**src/rtl/maq_ms.sv**
```systemverilog
// rtl/maq_ms.sv - seconds/minutes BCD timekeeping stage with 1 Hz prescaler and hour carry
module maq_ms #(
  parameter int CLK_HZ = 50_000_000
) (
  input  logic       clock,
  input  logic       reset,
  input  logic       pausa,
  input  logic       ajuste_min,
  input  logic       zera_seg,
  output logic       enable1hz,
  output logic       incrementa_hora,
  output logic [3:0] bcd_s_lsd,
  output logic [2:0] bcd_s_msd,
  output logic [3:0] bcd_m_lsd,
  output logic [2:0] bcd_m_msd
);

  localparam int            PW         = (CLK_HZ > 1) ? $clog2(CLK_HZ) : 1;
  localparam logic [PW-1:0] PRESC_LAST = PW'(CLK_HZ - 1);
  localparam logic [PW-1:0] PRESC_ONE  = PW'(1);

  logic [PW-1:0] presc_q;
  logic [PW-1:0] presc_d;
  logic          tick_d;

  logic [3:0] s_lsd_d;
  logic [2:0] s_msd_d;
  logic [3:0] m_lsd_d;
  logic [2:0] m_msd_d;

  logic s_last;
  logic m_last;
  logic sec_wrap;
  logic min_step;

  // Advance a 00..59 BCD pair by one, wrapping 59 to 00; result is {msd, lsd}.
  function automatic logic [6:0] bcd60_inc(input logic [2:0] msd, input logic [3:0] lsd);
    logic [2:0] n_msd;
    logic [3:0] n_lsd;
    n_msd = msd;
    n_lsd = lsd + 4'd1;
    if (lsd == 4'd9) begin
      n_lsd = 4'd0;
      n_msd = (msd == 3'd5) ? 3'd0 : (msd + 3'd1);
    end
    return {n_msd, n_lsd};
  endfunction

  // Prescaler: zera_seg restarts the period, pausa freezes it, terminal count emits a tick.
  always_comb begin
    presc_d = presc_q;
    tick_d  = 1'b0;
    if (zera_seg) begin
      presc_d = '0;
    end else if (!pausa) begin
      if (presc_q == PRESC_LAST) begin
        presc_d = '0;
        tick_d  = 1'b1;
      end else begin
        presc_d = presc_q + PRESC_ONE;
      end
    end
  end

  // Time next-state: the registered tick advances seconds; zera_seg overrides it and also
  // suppresses the minute carry, while ajuste_min merges with any carry into a single step.
  always_comb begin
    s_last   = (bcd_s_lsd == 4'd9) && (bcd_s_msd == 3'd5);
    m_last   = (bcd_m_lsd == 4'd9) && (bcd_m_msd == 3'd5);
    sec_wrap = enable1hz && s_last && !zera_seg;
    min_step = ajuste_min || sec_wrap;

    s_lsd_d = bcd_s_lsd;
    s_msd_d = bcd_s_msd;
    m_lsd_d = bcd_m_lsd;
    m_msd_d = bcd_m_msd;

    if (zera_seg) begin
      s_lsd_d = 4'd0;
      s_msd_d = 3'd0;
    end else if (enable1hz) begin
      {s_msd_d, s_lsd_d} = bcd60_inc(bcd_s_msd, bcd_s_lsd);
    end

    if (min_step) begin
      {m_msd_d, m_lsd_d} = bcd60_inc(bcd_m_msd, bcd_m_lsd);
    end
  end

  // Hour carry is a pure decode of the current count so it spans the entire 59:59 second.
  always_comb begin
    incrementa_hora = s_last && m_last;
  end

  // State registers, cleared asynchronously by the active-low reset.
  always_ff @(posedge clock or negedge reset) begin
    if (!reset) begin
      presc_q   <= '0;
      enable1hz <= 1'b0;
      bcd_s_lsd <= 4'd0;
      bcd_s_msd <= 3'd0;
      bcd_m_lsd <= 4'd0;
      bcd_m_msd <= 3'd0;
    end else begin
      presc_q   <= presc_d;
      enable1hz <= tick_d;
      bcd_s_lsd <= s_lsd_d;
      bcd_s_msd <= s_msd_d;
      bcd_m_lsd <= m_lsd_d;
      bcd_m_msd <= m_msd_d;
    end
  end

endmodule

```
**config.mk**
```make
export PLATFORM = sky130hd
export DESIGN_NAME = maq_ms
export DESIGN_NICKNAME = d
export VERILOG_FILES = /design/src/rtl/maq_ms.sv
export SDC_FILE = /design/constraint.sdc
export NUM_CORES = 1
export LEC_CHECK = 0
export ABC_AREA = 1
export BUFFER_PORTS_ARGS = -buffer_cell sky130_fd_sc_hd__buf_2
export CAP_MARGIN = 30
export CORE_MARGIN = 3
export CORE_UTILIZATION = 54
export DETAILED_ROUTE_END_ITERATION = 10
export PLACE_DENSITY = 0.75
export SETUP_SLACK_MARGIN = 0.02
export SYNTH_ARGS = -nofsm -noshare
export SYNTH_HDL_FRONTEND = slang
export SYNTH_SLANG_ARGS = --single-unit
export TNS_END_PERCENT = 100
```
**constraint.sdc**
```tcl
create_clock -name clock -period 1.7 [get_ports clock]
set_clock_uncertainty 0.1 [all_clocks]
set_input_delay 0.255 -clock clock [delete_from_list [all_inputs] [get_ports clock]]
set_output_delay 0.255 -clock clock [all_outputs]
set_load 0.02 [all_outputs]
```
==> flow_summary.toml <==
[power]
comb_power_share = 0.234
sw_frac_of_total = 0.318
clock_power_share = 0.319
p_int_mw = 1.79
seqPwrFrac = 0.447
power_switching_uw = 834
fin_total_pwr_mw = 2.63
powerDensity_nw_per_um2 = 846
vdd_drop_max_mv = 0.531
p_leak_nw = 1.43

[final_layout]
fin_util = 0.739
area_growth_pct = 26.0
final_area_um2 = 3100
fin_nets = 393
final_common_cell = "nand2_1"
final_cell_mix = "75 x nand2_1, 43 x nor2_1, 40 x inv_1"
drive_above_1_share = 0.264
antenna_cells = 0
finalNonFillerCells = 436

[sta]
setup_viol = 6
period_share = 1.03
slew_viol_final = 0
rsz0062_at_grt = "true"
relSlewSlack = 0.719
hold_viol = 0
max_slew.worst_pin.slew_ns = 0.421
max_freq_ghz = 0.570
fin_crit_ns = 1.75
setup_ws_ns = -0.0531

[cts]
cts.sinks = 41
cts_buffer_depth = 2
clock_latency_ns = 0.30
cts_tree = "done"
path_clk_slew_ns = 0.08
cts_max_level = 2
clock_tree.root_cell = "clkbuf_8"
cts_buffers = 5

[critical_path]
crit_type = "flip-flop to primary output"
cp.required_ns = 1.34
crit_path_end_kind = "primary output"
start_kind = "flip-flop"
crit_fanout = 2
arrival_ns = 1.40

[global_routing]
grt.overflow.total = 0
grt_pass1_vias = 2169
grt_pass1_wl_um = 9750
grt_max_degree = 25
track_usage = 0.233
grt_antenna_before_repair = 0

[route]
wl_met3_um = 295
wl_met2_um = 2660
wire_per_inst_um = 13.4
detail-route-antenna-nets = 0
wl_met1_um = 2780
drtPass1Iterations = 4
vias_per_cell = 5.38
drt_iter0_drc = 207
topRoutingLayerUsed = "met4"
vias = 2344
routed_wl_um = 5850
drc_errors = 0

[floorplanning]
initial_core_util = 0.586
dieWidth_um = 73.5
die_area_um2 = 5410
ios = 21
die_h_um = 73.5
core_um2 = 4200
rows = 23

[synth]
synth_cells = 331
synthArstFlopShare = 1.00
avgSynthCellArea_um2 = 7.44
synth_cell_types = 30
synth_seq_area_share = 0.416
synth_top_flop_cell = "dfrtp_1"
ys_ff_latch = 41
ys_warn_count = 0
synth_top_cell_area_share = 0.416
syn-num-nets = 339
yosys-top-cells-area = "dfrtp_1 42%, nand2_1 12%, nor2_1 8.2%"
synth_area_um2 = 2460
synth_edf_count = 0
yosys.area.top_type = "dfrtp_1"

[status]
violations = "setup timing"
status = "complete, but fails checks"

[placement]
dp.cells = 415
gp_congestion = 0.899
port_buffers = 20
hpwlAfterDp_um = 4040
place_area_um2 = 2770

[flow_run]
maxCapViolCount = 0

[hold_path]
hold_path_class = "input pin to flip-flop"
## final timing paths
path / start / end / slack [ns] / cells after the start
max in group asynchronous: reset / bcd_m_lsd[0] / 0.71 / 3
worst max register to register: presc_q[0] / presc_q[25] / -0.02 / 9
worst min register to register: bcd_m_lsd[0] / bcd_m_lsd[0] / 0.45 / 1
worst min-delay path: zera_seg / bcd_s_msd[1] / 0.11 / 2
worst max-delay path: bcd_s_lsd[1] / incrementa_hora / -0.05 / 5
min in group asynchronous: reset / bcd_m_msd[0] / 0.31 / 2
## worst max-delay path, stage by stage, from the launching register on
cell and delay, ns:
dfrtp_1 0.40, inv_2 0.08, ha_4 0.13, nand3_4 0.06, nor4_4 0.25, buf_4 0.18
## metal layers
layer,vias to the layer above,global-route usage
met5,-,0
met2,53,0.350
met1,1123,0.327
met3,15,0.0588
met4,0,0.0785
li1,1153,-
## power by group through the flow
| stage | Sequential (mW) | Clock, mW | Combinational (mW) |
|---|---|---|---|
| after floorplan | 1.30 | 0 | 0.245 |
| after global placement | 1.20 | 0 | 0.526 |
| after detailed placement | 1.20 | 0 | 0.541 |
| after CTS | 1.17 | 0.851 | 0.603 |
| after global routing | 1.19 | 0.894 | 0.678 |
| final | 1.17 | 0.838 | 0.615 |
## cells in the mapped netlist (2+ instances only)
master   instances
nand2_1         78
nor2_1          54
inv_1           42
dfrtp_1         41
nand3_1         31
xor2_1          15
nand4_1         11
o21ai_0          9
nor3_1           8
nor2_4           6
nand2_2          5
a21oi_1          3
ha_1             3
nor2_2           3
xnor2_1          3
buf_6            2
inv_2            2
nor4_1           2
o22ai_1          2
## cells by family (layout without fill, tap and decap cells)
group / Yosys count / count (layout) / synth area share
fa+ha+maj: 3 / 3 / 0.0152
flops: 41 / 41 / 0.416
xor+xnor: 18 / 18 / 0.0640
compound gates: 20 / 20 / 0.0518
simple gates: 201 / 201 / 0.371
buf+inv: 48 / 103 / 0.0813
## registers in the layout, summed over array words and instances (netlist names)
register	flops
bcd_m_lsd	4
bcd_s_msd	3
bcd_s_lsd	4
bcd_m_msd	3
enable1hz	1
presc_q	26
## metrics by stage
| stage | setup slack (ns) | hold slack, ns | TNS (ns) |
|---|---|---|---|
| global placement | 0.0617 | 0.117 | 0 |
| detailed placement | 0.0175 | 0.113 | 0 |
| floorplan | 0.00383 | -0.141 | 0 |
| finish | -0.0531 | 0.107 | -0.102 |
| global route | -0.113 | 0.113 | -2.20 |
| CTS | -0.0523 | 0.102 | -0.0523 |
## what timing repair did
item / in CTS / in global routing
gates resized for setup: 10 / 19
hold endpoints to repair: 17 / 0
hold buffers: 1 / 0
buffers inserted: 6 / 4
endpoints found under the setup margin: 5 / 32
pin swaps: 3 / 2
gates cloned: 0 / 2
## layout make-up
class	count	area, um^2
clock buffers	6	82.6
repair buffers	51	384
fillers	335	1100
inverters	44	165
clock inverters	2	37.5
flip-flops and latches	41	1030
well taps	50	62.6
multi-input cells	242	1340
(Power assumes the default switching activity.)
